[src/rtl/tile_mem_arbiter.sv]
// tile_mem_arbiter: VGA-priority arbiter sharing one single-port tile RAM with a queued game writer and a game reader.
// Optional TILE_ARB_VBLANK_ONLY_EN restricts game grants (drain and reads) to the blanking interval.
module tile_mem_arbiter #(
  parameter int ADDR_W = 5,
  parameter int DATA_W = 4,
  parameter int WQ_DEPTH = 4
) (
  input  logic                      i_clk,
  input  logic                      i_rst,
  input  logic                      i_vid_active,
  input  logic                      i_vga_req,
  input  logic [ADDR_W-1:0]         i_vga_addr,
  output logic [DATA_W-1:0]         o_vga_data,
  output logic                      o_vga_valid,
  input  logic                      i_wr_valid,
  output logic                      o_wr_ready,
  input  logic [ADDR_W-1:0]         i_wr_addr,
  input  logic [DATA_W-1:0]         i_wr_data,
  input  logic                      i_rd_valid,
  output logic                      o_rd_ready,
  input  logic [ADDR_W-1:0]         i_rd_addr,
  output logic [DATA_W-1:0]         o_rd_data,
  output logic                      o_rd_rvalid,
  output logic [ADDR_W-1:0]         o_ram_addr,
  output logic                      o_ram_we,
  output logic [DATA_W-1:0]         o_ram_wdata,
  input  logic [DATA_W-1:0]         i_ram_rdata,
  output logic [$clog2(WQ_DEPTH):0] o_wq_count
);
  localparam int PW = $clog2(WQ_DEPTH);
  typedef enum logic [1:0] {IDLE, VGA, WR, RD} owner_t;
  owner_t own, own_d;
  logic [ADDR_W-1:0] q_addr [WQ_DEPTH];
  logic [DATA_W-1:0] q_data [WQ_DEPTH];
  logic [PW-1:0] wp, rp;
  logic full, empty, allow, push, pop, vga_v, rd_v;
  logic [DATA_W-1:0] vga_hold, rd_hold;
`ifdef TILE_ARB_VBLANK_ONLY_EN
  assign allow = !i_vid_active;
`else
  logic vid_unused;
  assign allow = 1'b1;
  assign vid_unused = i_vid_active;
`endif
  always_comb begin
    full = o_wq_count == (PW+1)'(WQ_DEPTH);
    empty = o_wq_count == '0;
    push = i_wr_valid && !full;
    own_d = i_vga_req ? VGA : (!empty && allow) ? WR : (i_rd_valid && empty && allow) ? RD : IDLE;
    pop = own_d == WR;
  end
  assign o_wr_ready = !full;
  assign o_rd_ready = !i_vga_req && empty && !pop && allow;
  assign o_vga_valid = vga_v;
  assign o_rd_rvalid = rd_v;
  // RAM data arrives the cycle the valid pulse is up; the hold registers keep it afterwards
  assign o_vga_data = vga_v ? i_ram_rdata : vga_hold;
  assign o_rd_data = rd_v ? i_ram_rdata : rd_hold;
  always_ff @(posedge i_clk) begin
    if (push) begin
      q_addr[wp] <= i_wr_addr;
      q_data[wp] <= i_wr_data;
    end
  end
  always_ff @(posedge i_clk) begin
    if (i_rst) begin
      own <= IDLE;
      wp <= '0;
      rp <= '0;
      o_wq_count <= '0;
      o_ram_addr <= '0;
      o_ram_we <= 1'b0;
      o_ram_wdata <= '0;
      vga_v <= 1'b0;
      rd_v <= 1'b0;
      vga_hold <= '0;
      rd_hold <= '0;
    end else begin
      own <= own_d;
      wp <= wp + PW'(push);
      rp <= rp + PW'(pop);
      o_wq_count <= o_wq_count + (PW+1)'(push) - (PW+1)'(pop);
      o_ram_addr <= own_d == VGA ? i_vga_addr : own_d == WR ? q_addr[rp] : own_d == RD ? i_rd_addr : o_ram_addr;
      o_ram_we <= pop;
      o_ram_wdata <= pop ? q_data[rp] : o_ram_wdata;
      vga_v <= own == VGA;
      rd_v <= own == RD;
      vga_hold <= o_vga_data;
      rd_hold <= o_rd_data;
    end
  end
endmodule

[config.mk]
export PLATFORM = sky130hd
export DESIGN_NAME = tile_mem_arbiter
export DESIGN_NICKNAME = d
export VERILOG_FILES = /design/src/rtl/tile_mem_arbiter.sv
export SDC_FILE = /design/constraint.sdc
export NUM_CORES = 1
export LEC_CHECK = 0
export BUFFER_PORTS_ARGS = -buffer_cell sky130_fd_sc_hd__buf_2
export CORE_ASPECT_RATIO = 0.9
export CORE_MARGIN = 3
export CORE_UTILIZATION = 48
export DETAILED_ROUTE_END_ITERATION = 12
export GPL_TIMING_DRIVEN = 1
export PLACE_DENSITY_LB_ADDON = 0.15
export SYNTH_ARGS = -nofsm -noshare
export SYNTH_HDL_FRONTEND = slang
export SYNTH_SLANG_ARGS = --single-unit
[constraint.sdc]
create_clock -name i_clk -period 2.7 [get_ports i_clk]
set_input_delay 0.81 -clock i_clk [delete_from_list [all_inputs] [get_ports i_clk]]
set_output_delay 0.81 -clock i_clk [all_outputs]
set_load 0.01 [all_outputs]
==> impl_metrics.xml, run 1 <==
<?xml version="1.0" encoding="UTF-8"?>
<metrics>
  <group name="power_and_ir_drop">
    <metric name="share_of_power_burned_in_the_clock_network" unit="%">29.9</metric>
    <metric name="total_leakage_power" unit="uW">0.001226</metric>
    <metric name="total_power" unit="uW">2885</metric>
    <metric name="intPower" unit="uW">2064</metric>
    <metric name="vdd_ir_drop_max" unit="mV">0.4913</metric>
    <metric name="seq_power_share" unit="%">47.1</metric>
    <metric name="total_switching_power" unit="uW">821.0</metric>
    <metric name="combPwrFrac" unit="%">23.1</metric>
    <metric name="power_density" unit="mW/mm2">927.1</metric>
    <metric name="switching_share" unit="%">28.46</metric>
  </group>
  <group name="synth">
    <metric name="synth-async-reset-ratio" unit="%">0</metric>
    <metric name="synthFlopType" unit="">sky130_fd_sc_hd__edfxtp_1</metric>
    <metric name="yosys.area.top_type" unit="">sky130_fd_sc_hd__edfxtp_1</metric>
    <metric name="yosys-top-cells-area" unit="">sky130_fd_sc_hd__edfxtp_1 (42%), sky130_fd_sc_hd__dfxtp_1 (23%), sky130_fd_sc_hd__mux4_2 (7.9%)</metric>
    <metric name="yosys_warnings" unit="">0</metric>
    <metric name="synthDistinctLibCells" unit="">36</metric>
    <metric name="per_instance_average_area_after_synthesis" unit="um2">15.10</metric>
    <metric name="synth_top_area_share" unit="%">42.11</metric>
    <metric name="synth_edf_count" unit="">36</metric>
    <metric name="synth_nets" unit="">204</metric>
    <metric name="yosys_reg_bits" unit="">65</metric>
    <metric name="syn-instance-count" unit="">170</metric>
    <metric name="netlist_area_before_placement" unit="mm2">0.002567</metric>
    <metric name="ys_seq_area_share" unit="%">64.72</metric>
  </group>
  <group name="clocking">
    <metric name="clk_pin_slew_worst_paths" unit="ps">70</metric>
    <metric name="numClockSinks" unit="">65</metric>
    <metric name="cts.repair_timing.setup_buffer_count" unit="">0</metric>
    <metric name="htree_levels" unit="">3</metric>
    <metric name="buffer_cell_driving_the_clock_tree_root" unit="">sky130_fd_sc_hd__clkbuf_8</metric>
    <metric name="cts-root-to-sink-buffers" unit="">2</metric>
    <metric name="cts_inserted_buffers" unit="">9</metric>
    <metric name="holdBufCountCts" unit="">0</metric>
    <metric name="cts.repair.resized" unit="">0</metric>
    <metric name="insertion_delay" unit="ps">340</metric>
    <metric name="cts_tree" unit="">done</metric>
  </group>
  <group name="sta">
    <metric name="timing.clock.skew" unit="ps">8.764</metric>
    <metric name="max_slew_margin" unit="%">56.32</metric>
    <metric name="timing.final.crit_share" unit="%">94.49</metric>
    <metric name="hold_viol_final" unit="">0</metric>
    <metric name="finalWorstPathRequiredPeriod" unit="ps">2551</metric>
    <metric name="timing.fmax" unit="GHz">0.3920</metric>
    <metric name="total_negative_setup_slacks" unit="ps">0</metric>
    <metric name="finalMaxSlewViolations" unit="">0</metric>
    <metric name="setup-violations-final" unit="">0</metric>
    <metric name="unrepaired_setup_endpoints_after_global_routing" unit="">false</metric>
    <metric name="slew_at_the_pin_with_the_worst_max_slew_slack" unit="ps">654.3</metric>
  </group>
  <group name="final_layout">
    <metric name="layoutNonFillerInstCount" unit="">300</metric>
    <metric name="drive_above_1_share" unit="%">40.00</metric>
    <metric name="num-nets-final" unit="">264</metric>
    <metric name="final_cell_mix" unit="">sky130_fd_sc_hd__buf_2 (52), sky130_fd_sc_hd__edfxtp_1 (36), sky130_fd_sc_hd__dfxtp_1 (29)</metric>
    <metric name="layout.cells.most_common" unit="">sky130_fd_sc_hd__buf_2</metric>
    <metric name="final_standard_cell_area_without_fillers" unit="mm2">0.003112</metric>
    <metric name="antenna_cells" unit="">0</metric>
    <metric name="syn2layout_area_growth" unit="%">21.20</metric>
  </group>
  <group name="hold_path">
    <metric name="hold_path.class" unit="">reg -&gt; reg</metric>
  </group>
  <group name="die">
    <metric name="initial_core_util" unit="%">51.20</metric>
    <metric name="placeableCoreArea" unit="mm2">0.005015</metric>
    <metric name="pin_count" unit="">54</metric>
    <metric name="die_area" unit="mm2">0.006264</metric>
    <metric name="dieWidth" unit="um">83.09</metric>
    <metric name="fp.dieH" unit="um">75.39</metric>
    <metric name="floorplan.rows" unit="">24</metric>
  </group>
  <group name="routing">
    <metric name="antenna_left" unit="">0</metric>
    <metric name="via_density_per_instance" unit="">5.407</metric>
    <metric name="drtIter0Drc" unit="">139</metric>
    <metric name="drt_pre_antenna_iters" unit="">4</metric>
    <metric name="routedWlPerCell" unit="um">16.64</metric>
    <metric name="drc_errors" unit="">0</metric>
    <metric name="via_count" unit="">1622</metric>
    <metric name="routed_wl" unit="mm">4.993</metric>
  </group>
  <group name="status">
    <metric name="status" unit="">finished, final reports clean</metric>
  </group>
  <group name="placed_design">
    <metric name="detailed_place_hpwl" unit="mm">3.533</metric>
    <metric name="placed_cell_area" unit="mm2">0.002903</metric>
    <metric name="globalplace.congestion" unit="">0.7118</metric>
    <metric name="place.detailed.instances" unit="">284</metric>
    <metric name="io_buffer_count" unit="">52</metric>
  </group>
  <group name="global_routing">
    <metric name="globalRouteOverflowTotal" unit="">0</metric>
    <metric name="initial_antenna_violation_count" unit="">0</metric>
    <metric name="grt_first_pass_wirelength" unit="mm">8.004</metric>
    <metric name="groute.usage.overall" unit="%">17.11</metric>
    <metric name="grt_max_degree" unit="">30</metric>
    <metric name="number_of_global_route_vias_before_repair" unit="">1592</metric>
  </group>
  <group name="critical_path">
    <metric name="critical_path.endpoint_type" unit="">flop</metric>
    <metric name="type_of_the_setup_path_with_the_least_slack" unit="">reg -&gt; reg</metric>
    <metric name="critical_path.startpoint_type" unit="">flop</metric>
    <metric name="critical_path_arrival" unit="ps">2800</metric>
    <metric name="required" unit="ps">2950</metric>
    <metric name="crit_path_max_fanout" unit="">11</metric>
  </group>
  <group name="flow_run">
    <metric name="maxCapViolations" unit="">0</metric>
  </group>
</metrics>
[critical path: stages, from the launching register on]
cell and delay (ps):
sky130_fd_sc_hd__dfxtp_1 450, sky130_fd_sc_hd__nor3_1 480, sky130_fd_sc_hd__nor2_1 120, sky130_fd_sc_hd__ha_1 320, sky130_fd_sc_hd__inv_1 60, sky130_fd_sc_hd__ha_1 140
sky130_fd_sc_hd__inv_1 50, sky130_fd_sc_hd__fa_1 370, sky130_fd_sc_hd__xor2_1 170, sky130_fd_sc_hd__and2_1 170, sky130_fd_sc_hd__nor3_1 130
[power groups by stage]
stage               sequential [uW]  clock (uW)  combinational (uW)
floorplan                      1330           0                 479
global placement               1360           0                 636
detailed placement             1380           0                 666
CTS                            1360         884                 674
global route                   1390         922                 724
finish                         1360         861                 665
[worst paths after layout]
path	from	end	slack, ps	cells past startpoint
worst max-delay path	o_wq_count[0]$_SDFF_PP0_	o_wq_count[2]$_SDFF_PP0_	150	10
worst min register to register	own[1]$_SDFF_PP0_	o_vga_valid$_SDFF_PP0_	420	1
worst min-delay path	own[1]$_SDFF_PP0_	o_vga_valid$_SDFF_PP0_	420	1
worst max register to register	o_wq_count[0]$_SDFF_PP0_	o_wq_count[2]$_SDFF_PP0_	150	10
[registers in the layout (all words and copies together) (netlist names)]
name and flops:
wp 2, o_ram_wdata 4, q_data 16, rp 2, own 2, o_rd_rvalid 1
o_ram_we 1, rd_hold 4, vga_hold 4, o_wq_count 3, q_addr 20, o_vga_valid 1
o_ram_addr 5
[synth_stat cells, types with 2 or more instances]
master / number
sky130_fd_sc_hd__clkbuf_1: 4
sky130_fd_sc_hd__buf_2: 2
sky130_fd_sc_hd__nor2b_1: 11
sky130_fd_sc_hd__ha_1: 4
sky130_fd_sc_hd__o31ai_1: 5
sky130_fd_sc_hd__mux2_2: 8
sky130_fd_sc_hd__inv_1: 2
sky130_fd_sc_hd__nor2_1: 7
sky130_fd_sc_hd__nand3_1: 5
sky130_fd_sc_hd__nor3_1: 3
sky130_fd_sc_hd__xnor2_1: 2
sky130_fd_sc_hd__nor3b_1: 3
sky130_fd_sc_hd__nor4_1: 5
sky130_fd_sc_hd__edfxtp_1: 36
sky130_fd_sc_hd__mux4_2: 9
sky130_fd_sc_hd__nand2b_1: 9
sky130_fd_sc_hd__o2bb2ai_1: 4
sky130_fd_sc_hd__dfxtp_1: 29
sky130_fd_sc_hd__a22oi_1: 5
[cell families (layout without fill, tap and decap cells)]
logic type	after synthesis	in the layout	share of synthesized area, %
AOI/OAI and AO/OA	16	16	4.776
xor gates and xnor gates	3	3	1.024
and+or+nand+nor	53	53	13.21
muxes	17	17	11.40
DFF	65	65	64.72
buffers and inverters	11	76	2.144
adders and majority gates	5	5	2.729
[cell type report]
cell class	count	area, um2
well taps	65	81.33
multi-input cells	94	850.8
clock inverters	7	85.08
fillers	389	1903
flip-flops and latches	65	1662
clock buffers	9	123.9
repair buffers	57	297.8
inverters	3	11.26
[routing by layer]
layer,global-route usage (%),up-vias,part of all wire (%),wire (um)
met2,27.94,53,50,2505
met1,20.27,789,42,2084
met4,7.985,0,2.5,123
li1,-,764,-,-
met3,7.027,16,5.6,280
met5,0,-,0,0
[per-stage QoR]
step	hold slack [ps]	worst slack, ps	utilization [%]
final	418.9	148.8	62.05
after global routing	427.8	7.501	62.05
after detailed placement	403.0	82.54	57.88
after floorplan	389.6	131.3	-
after global placement	397.0	190.9	57.88
after CTS	415.2	157.3	62.05
(Power assumes the default switching activity.)
==> run 2, diff against run 1 <==
CORE_ASPECT_RATIO = 1.1   (was 0.9)
==> run 2 against run 1 <==
Count of clock-buffer cells in the layout increased by 5. Worst setup slack improved by 170 ps. Wire length decreased by 8.1%. Clock skew decreased by 1.9 ps. Worst hold slack improved by 1.6 ps. Die area about the same. Critical path type unchanged. First-iteration DRC count decreased by 29%. Largest cell class unchanged. Power decreased by 4.4%. Largest power group unchanged. Utilization decreased by 1.3 points. Combinational power decreased by 2%. Via count decreased by 3.0%. Sequential power about the same.
==> impl_metrics.xml, run 2 (same netlist as run 1, synthesis figures left out) <==
<?xml version="1.0" encoding="UTF-8"?>
<metrics>
  <group name="status">
    <metric name="status" unit="">finished, final reports clean</metric>
  </group>
  <group name="routing">
    <metric name="via_density_per_instance" unit="">5.124</metric>
    <metric name="routed_wl" unit="mm">4.587</metric>
    <metric name="antenna_left" unit="">0</metric>
    <metric name="drt_pre_antenna_iters" unit="">4</metric>
    <metric name="via_count" unit="">1573</metric>
    <metric name="routedWlPerCell" unit="um">14.94</metric>
    <metric name="drc_errors" unit="">0</metric>
    <metric name="drtIter0Drc" unit="">98</metric>
  </group>
  <group name="placed_design">
    <metric name="io_buffer_count" unit="">52</metric>
    <metric name="placed_cell_area" unit="mm2">0.002912</metric>
    <metric name="place.detailed.instances" unit="">291</metric>
    <metric name="globalplace.congestion" unit="">0.7171</metric>
    <metric name="detailed_place_hpwl" unit="mm">3.187</metric>
  </group>
  <group name="die">
    <metric name="die_area" unit="mm2">0.006263</metric>
    <metric name="pin_count" unit="">54</metric>
    <metric name="placeableCoreArea" unit="mm2">0.005101</metric>
    <metric name="initial_core_util" unit="%">50.33</metric>
    <metric name="floorplan.rows" unit="">27</metric>
    <metric name="fp.dieH" unit="um">82.71</metric>
    <metric name="dieWidth" unit="um">75.73</metric>
  </group>
  <group name="final_layout">
    <metric name="antenna_cells" unit="">0</metric>
    <metric name="num-nets-final" unit="">264</metric>
    <metric name="syn2layout_area_growth" unit="%">20.66</metric>
    <metric name="filler_cell_count" unit="">404</metric>
    <metric name="layoutNonFillerInstCount" unit="">307</metric>
    <metric name="layout_top_registers" unit="">q_addr (20), q_data (16), o_ram_addr (5)</metric>
    <metric name="layout.cells.most_common" unit="">sky130_fd_sc_hd__buf_2</metric>
    <metric name="final_cell_mix" unit="">sky130_fd_sc_hd__buf_2 (52), sky130_fd_sc_hd__edfxtp_1 (36), sky130_fd_sc_hd__dfxtp_1 (29)</metric>
    <metric name="post-route-util" unit="%">60.73</metric>
    <metric name="largest_register_ffs" unit="">20</metric>
    <metric name="drive_above_1_share" unit="%">39.57</metric>
    <metric name="final_standard_cell_area_without_fillers" unit="mm2">0.003098</metric>
    <metric name="register_with_the_most_flip_flops" unit="">q_addr</metric>
  </group>
  <group name="global_routing">
    <metric name="initial_antenna_violation_count" unit="">0</metric>
    <metric name="globalRouteOverflowTotal" unit="">0</metric>
    <metric name="grt_max_degree" unit="">30</metric>
    <metric name="grt_first_pass_wirelength" unit="mm">7.300</metric>
    <metric name="number_of_global_route_vias_before_repair" unit="">1520</metric>
    <metric name="groute.usage.overall" unit="%">16.17</metric>
  </group>
  <group name="hold_path">
    <metric name="min_path_cells" unit="">1</metric>
    <metric name="worst_hold_startpoint" unit="">own[1]$_SDFF_PP0_</metric>
    <metric name="hold_path.class" unit="">reg -&gt; reg</metric>
    <metric name="whs_endpoint" unit="">o_vga_valid$_SDFF_PP0_</metric>
  </group>
  <group name="clocking">
    <metric name="numClockSinks" unit="">65</metric>
    <metric name="cts_inserted_buffers" unit="">9</metric>
    <metric name="cts_tree" unit="">done</metric>
    <metric name="clk_pin_slew_worst_paths" unit="ps">60</metric>
    <metric name="insertion_delay" unit="ps">330</metric>
    <metric name="buffer_cell_driving_the_clock_tree_root" unit="">sky130_fd_sc_hd__clkbuf_8</metric>
    <metric name="cts-root-to-sink-buffers" unit="">2</metric>
    <metric name="cts.repair.resized" unit="">0</metric>
    <metric name="htree_levels" unit="">3</metric>
    <metric name="cts.repair_timing.setup_buffer_count" unit="">0</metric>
    <metric name="holdBufCountCts" unit="">0</metric>
  </group>
  <group name="sta">
    <metric name="timing.fmax" unit="GHz">0.4206</metric>
    <metric name="hold_slack_final" unit="ps">420.4</metric>
    <metric name="timing.final.crit_share" unit="%">88.06</metric>
    <metric name="max_slew_margin" unit="%">57.76</metric>
    <metric name="unrepaired_setup_endpoints_after_global_routing" unit="">false</metric>
    <metric name="total_negative_setup_slacks" unit="ps">0</metric>
    <metric name="hold_viol_final" unit="">0</metric>
    <metric name="setup-violations-final" unit="">0</metric>
    <metric name="timing.clock.skew" unit="ps">6.899</metric>
    <metric name="slew_at_the_pin_with_the_worst_max_slew_slack" unit="ps">632.8</metric>
    <metric name="finalMaxSlewViolations" unit="">0</metric>
    <metric name="finalWorstPathRequiredPeriod" unit="ps">2378</metric>
  </group>
  <group name="critical_path">
    <metric name="required" unit="ps">2950</metric>
    <metric name="worst_r2r_path_depth" unit="">10</metric>
    <metric name="path_cells" unit="">or3b_4 -&gt; nand2_4 -&gt; ha_1 -&gt; inv_1 -&gt; ha_1 -&gt; inv_1 -&gt; fa_1 -&gt; xor2_1 -&gt; and2_1 -&gt; nor3_1</metric>
    <metric name="ff2ff_setup_slack" unit="ps">320</metric>
    <metric name="path_delay_family" unit="">simple AND/OR/NAND/NOR gates</metric>
    <metric name="critical_path.startpoint_type" unit="">flop</metric>
    <metric name="critical_path.endpoint_type" unit="">flop</metric>
    <metric name="type_of_the_setup_path_with_the_least_slack" unit="">reg -&gt; reg</metric>
    <metric name="cp_slowest_stage_delay" unit="ps">480</metric>
    <metric name="crit_path_max_fanout" unit="">7</metric>
    <metric name="crit_buf_inv" unit="">2</metric>
    <metric name="reg2reg_to" unit="">o_wq_count[2]$_SDFF_PP0_</metric>
    <metric name="critical_path_arrival" unit="ps">2620</metric>
    <metric name="r2r_start" unit="">o_wq_count[2]$_SDFF_PP0_</metric>
    <metric name="critPathSlowestCell" unit="">sky130_fd_sc_hd__dfxtp_1</metric>
  </group>
  <group name="power_and_ir_drop">
    <metric name="power_density" unit="mW/mm2">890.2</metric>
    <metric name="vdd_ir_drop_max" unit="mV">0.4870</metric>
    <metric name="total_leakage_power" unit="uW">0.001214</metric>
  </group>
  <group name="flow_run">
    <metric name="maxCapViolations" unit="">0</metric>
  </group>
</metrics>
## run 2: cell count changes in the layout (fill, tap and decap cells not counted)
cell and change:
sky130_fd_sc_hd__clkbuf_1 +3, sky130_fd_sc_hd__clkinv_1 -2, sky130_fd_sc_hd__bufinv_16 -2, sky130_fd_sc_hd__clkbuf_8 +1, sky130_fd_sc_hd__clkbuf_16 +1, sky130_fd_sc_hd__clkinv_2 -1
## run 2: area by class of cell
type                       instances  area [um2]  share of cell area, %
clock buffer                      14       173.9                  5.614
clock inverter                     2       12.51                 0.4039
inverter                           3       11.26                 0.3635
multi-input combinational         94       850.8                  27.46
sequential                        65        1662                  53.63
tap                               72       90.09                  2.908
timing repair buffer              57       297.8                  9.612
## run 2: how the worst max path moves through the flow
stage,cells after the start,start,end
6_report,10,o_wq_count[2]$_SDFF_PP0_,o_wq_count[2]$_SDFF_PP0_
5_1_grt,10,o_wq_count[0]$_SDFF_PP0_,o_wq_count[2]$_SDFF_PP0_
4_1_cts,10,o_wq_count[2]$_SDFF_PP0_,o_wq_count[2]$_SDFF_PP0_
3_5_place_dp,10,i_vga_req,o_wq_count[2]$_SDFF_PP0_
3_3_place_gp,10,i_vga_req,o_wq_count[2]$_SDFF_PP0_
2_1_floorplan,10,i_vga_req,o_wq_count[2]$_SDFF_PP0_
## run 2: power breakdown
part	leakage [uW]	total (uW)	switching [uW]	internal, uW
clock	0.0000918	753	339	414
sequential	0.000568	1350	143	1210
combinational	0.000555	652	308	344
total	0.00121	2760	789	1970
## run 2: metrics by stage
step / power [uW] / worst slack, ps
finish: 2758 / 322.4
global placement: 2007 / 178.0
detailed placement: 2037 / 127.0
global route: 2935 / 119.5
floorplan: 1813 / 131.3
CTS: 2794 / 307.9
## run 2: per-layer routing
metal	part of all wire (%)	vias to the layer above	global-route usage [%]
met5	0	-	0
met4	0.87	0	6.119
met3	5.1	6	6.416
met2	49	38	25.65
met1	45	763	19.82
li1	-	766	-
==> run 3, diff against run 2 <==
PLACE_DENSITY = 0.75   (was not set)
PLACE_DENSITY_LB_ADDON = not set   (was 0.15)
==> run 3 against run 2 <==
Final area increased by 0.32%. Maximum frequency decreased by 1.0%. Clock power increased by 3.6%. Largest power group unchanged. Worst hold slack got worse by 9.4 ps. Critical path depth unchanged. Combinational power decreased by 1%. Worst setup slack got worse by 24 ps.
==> impl_metrics.xml, run 3 (same netlist as run 1, synthesis figures left out) <==
<?xml version="1.0" encoding="UTF-8"?>
<metrics>
  <group name="critical_path">
    <metric name="worstSetupPathDepth" unit="">10</metric>
    <metric name="worst_setup_path_endpoint" unit="">o_wq_count[2]$_SDFF_PP0_</metric>
    <metric name="critical_path.startpoint_type" unit="">flop</metric>
    <metric name="crit_path_max_fanout" unit="">11</metric>
    <metric name="cp_slowest_stage_delay" unit="ps">450</metric>
    <metric name="reg2reg_to" unit="">o_wq_count[2]$_SDFF_PP0_</metric>
    <metric name="startpoint" unit="">o_wq_count[0]$_SDFF_PP0_</metric>
    <metric name="ff2ff_setup_slack" unit="ps">300</metric>
    <metric name="crit_buf_inv" unit="">2</metric>
    <metric name="r2r_start" unit="">o_wq_count[0]$_SDFF_PP0_</metric>
    <metric name="path_cells" unit="">nor3_1 -&gt; nor2_1 -&gt; ha_1 -&gt; inv_1 -&gt; ha_1 -&gt; inv_1 -&gt; fa_1 -&gt; xor2_1 -&gt; and2_1 -&gt; nor3_1</metric>
    <metric name="critPathSlowestCell" unit="">sky130_fd_sc_hd__nor3_1</metric>
    <metric name="path_delay_family" unit="">simple AND/OR/NAND/NOR gates</metric>
    <metric name="required" unit="ps">2950</metric>
    <metric name="type_of_the_setup_path_with_the_least_slack" unit="">reg -&gt; reg</metric>
    <metric name="critical_path.endpoint_type" unit="">flop</metric>
    <metric name="critical_path_arrival" unit="ps">2650</metric>
    <metric name="worst_r2r_path_depth" unit="">10</metric>
  </group>
  <group name="sta">
    <metric name="timing.fmax" unit="GHz">0.4163</metric>
    <metric name="setup-violations-final" unit="">0</metric>
    <metric name="timing.final.crit_share" unit="%">88.96</metric>
    <metric name="slew_at_the_pin_with_the_worst_max_slew_slack" unit="ps">624.8</metric>
    <metric name="total_negative_setup_slacks" unit="ps">0</metric>
    <metric name="finalMaxSlewViolations" unit="">0</metric>
    <metric name="postLayoutSetupSlackWorst" unit="ps">298.1</metric>
    <metric name="max_slew_margin" unit="%">58.29</metric>
    <metric name="hold_viol_final" unit="">0</metric>
    <metric name="unrepaired_setup_endpoints_after_global_routing" unit="">false</metric>
    <metric name="finalWorstPathRequiredPeriod" unit="ps">2402</metric>
    <metric name="timing.clock.skew" unit="ps">5.999</metric>
  </group>
  <group name="flow_run">
    <metric name="maxCapViolations" unit="">0</metric>
  </group>
  <group name="die">
    <metric name="placeableCoreArea" unit="mm2">0.005101</metric>
    <metric name="fp.dieH" unit="um">82.71</metric>
    <metric name="die_area" unit="mm2">0.006263</metric>
    <metric name="pin_count" unit="">54</metric>
    <metric name="dieWidth" unit="um">75.73</metric>
    <metric name="floorplan.rows" unit="">27</metric>
    <metric name="initial_core_util" unit="%">50.33</metric>
  </group>
  <group name="global_routing">
    <metric name="grt_first_pass_wirelength" unit="mm">6.982</metric>
    <metric name="globalRouteOverflowTotal" unit="">0</metric>
    <metric name="number_of_global_route_vias_before_repair" unit="">1418</metric>
    <metric name="grt_max_degree" unit="">30</metric>
    <metric name="groute.usage.overall" unit="%">15.62</metric>
    <metric name="initial_antenna_violation_count" unit="">0</metric>
  </group>
  <group name="final_layout">
    <metric name="final_standard_cell_area_without_fillers" unit="mm2">0.003108</metric>
    <metric name="post-route-util" unit="%">60.93</metric>
    <metric name="antenna_cells" unit="">0</metric>
    <metric name="layout_top_registers" unit="">q_addr (20), q_data (16), o_ram_addr (5)</metric>
    <metric name="final_cell_mix" unit="">sky130_fd_sc_hd__buf_2 (52), sky130_fd_sc_hd__edfxtp_1 (36), sky130_fd_sc_hd__dfxtp_1 (29)</metric>
    <metric name="register_with_the_most_flip_flops" unit="">q_addr</metric>
    <metric name="layout.cells.most_common" unit="">sky130_fd_sc_hd__buf_2</metric>
    <metric name="num-nets-final" unit="">265</metric>
    <metric name="syn2layout_area_growth" unit="%">21.05</metric>
    <metric name="drive_above_1_share" unit="%">39.83</metric>
    <metric name="largest_register_ffs" unit="">20</metric>
  </group>
  <group name="clocking">
    <metric name="insertion_delay" unit="ps">320</metric>
    <metric name="cts-root-to-sink-buffers" unit="">2</metric>
    <metric name="cts_inserted_buffers" unit="">9</metric>
    <metric name="numClockSinks" unit="">65</metric>
    <metric name="holdBufCountCts" unit="">0</metric>
    <metric name="cts.repair_timing.setup_buffer_count" unit="">0</metric>
    <metric name="htree_levels" unit="">3</metric>
    <metric name="cts_tree" unit="">done</metric>
    <metric name="buffer_cell_driving_the_clock_tree_root" unit="">sky130_fd_sc_hd__clkbuf_8</metric>
    <metric name="clk_pin_slew_worst_paths" unit="ps">70</metric>
    <metric name="cts.repair.resized" unit="">0</metric>
  </group>
  <group name="routing">
    <metric name="antenna_left" unit="">0</metric>
    <metric name="drt_pre_antenna_iters" unit="">4</metric>
    <metric name="routedWlPerCell" unit="um">14.26</metric>
    <metric name="via_density_per_instance" unit="">5.039</metric>
    <metric name="drc_errors" unit="">0</metric>
    <metric name="drtIter0Drc" unit="">102</metric>
    <metric name="via_count" unit="">1552</metric>
    <metric name="routed_wl" unit="mm">4.391</metric>
  </group>
  <group name="placed_design">
    <metric name="dp_worst_setup_slack" unit="ps">281.1</metric>
    <metric name="globalplace.congestion" unit="">0.8043</metric>
    <metric name="placed_cell_area" unit="mm2">0.002919</metric>
    <metric name="detailed_place_hpwl" unit="mm">3.088</metric>
    <metric name="io_buffer_count" unit="">52</metric>
  </group>
  <group name="status">
    <metric name="status" unit="">finished, final reports clean</metric>
  </group>
  <group name="power_and_ir_drop">
    <metric name="power_density" unit="mW/mm2">893.5</metric>
    <metric name="total_leakage_power" unit="uW">0.001224</metric>
    <metric name="vdd_ir_drop_max" unit="mV">0.3862</metric>
  </group>
  <group name="hold_path">
    <metric name="worst_hold_startpoint" unit="">own[1]$_SDFF_PP0_</metric>
    <metric name="hold_path.class" unit="">reg -&gt; reg</metric>
  </group>
</metrics>
==> run 3: cell types whose count changed in the layout (fill, tap and decap cells not counted) <==
cell / before / now
sky130_fd_sc_hd__buf_4: 5 / 6
sky130_fd_sc_hd__bufinv_16: 0 / 1
sky130_fd_sc_hd__clkbuf_16: 1 / 0
sky130_fd_sc_hd__clkinv_2: 1 / 2
sky130_fd_sc_hd__clkinvlp_4: 1 / 0
==> run 3: metal layers <==
metal | vias to the layer above | global-route usage, % | wire length (um)
met5 | - | 0 | 0
met4 | 0 | 6.294 | 74
met3 | 9 | 3.995 | 235
met2 | 48 | 25.04 | 2169
met1 | 731 | 20.18 | 1912
li1 | 764 | - | -
==> run 3: final cells by class <==
cell class	count	area (um2)
Multi-Input combinational cell	94	850.8
Clock buffer	13	148.9
Tap cell	72	90.09
Inverter	3	11.26
Timing Repair Buffer	58	305.3
Fill cell	417	1993
Sequential cell	65	1662
Clock inverter	3	40.04
==> run 3: how the worst min path moves through the flow <==
stage / to / slack (ps) / depth (start not counted)
after floorplan: o_vga_valid$_SDFF_PP0_ / 390 / 1
after global placement: o_vga_valid$_SDFF_PP0_ / 400 / 1
after detailed placement: o_vga_valid$_SDFF_PP0_ / 400 / 1
after CTS: o_vga_valid$_SDFF_PP0_ / 410 / 1
after global routing: o_vga_valid$_SDFF_PP0_ / 430 / 1
final: o_vga_valid$_SDFF_PP0_ / 410 / 1
==> run 3: metrics by stage <==
step	std cells	total power, uW	hold slack (ps)
final	308	2777	411.1
after global routing	308	2960	425.5
after CTS	308	2819	410.2
after detailed placement	292	2034	399.1
after global placement	292	2019	398.5
after floorplan	170	1813	389.6
==> run 3: power by group <==
part	internal (uW)	total [uW]	leakage [uW]	switching, uW
Clock	450	780	0.0000974	330
Sequential	1210	1350	0.000568	141
Combinational	343	645	0.000559	302
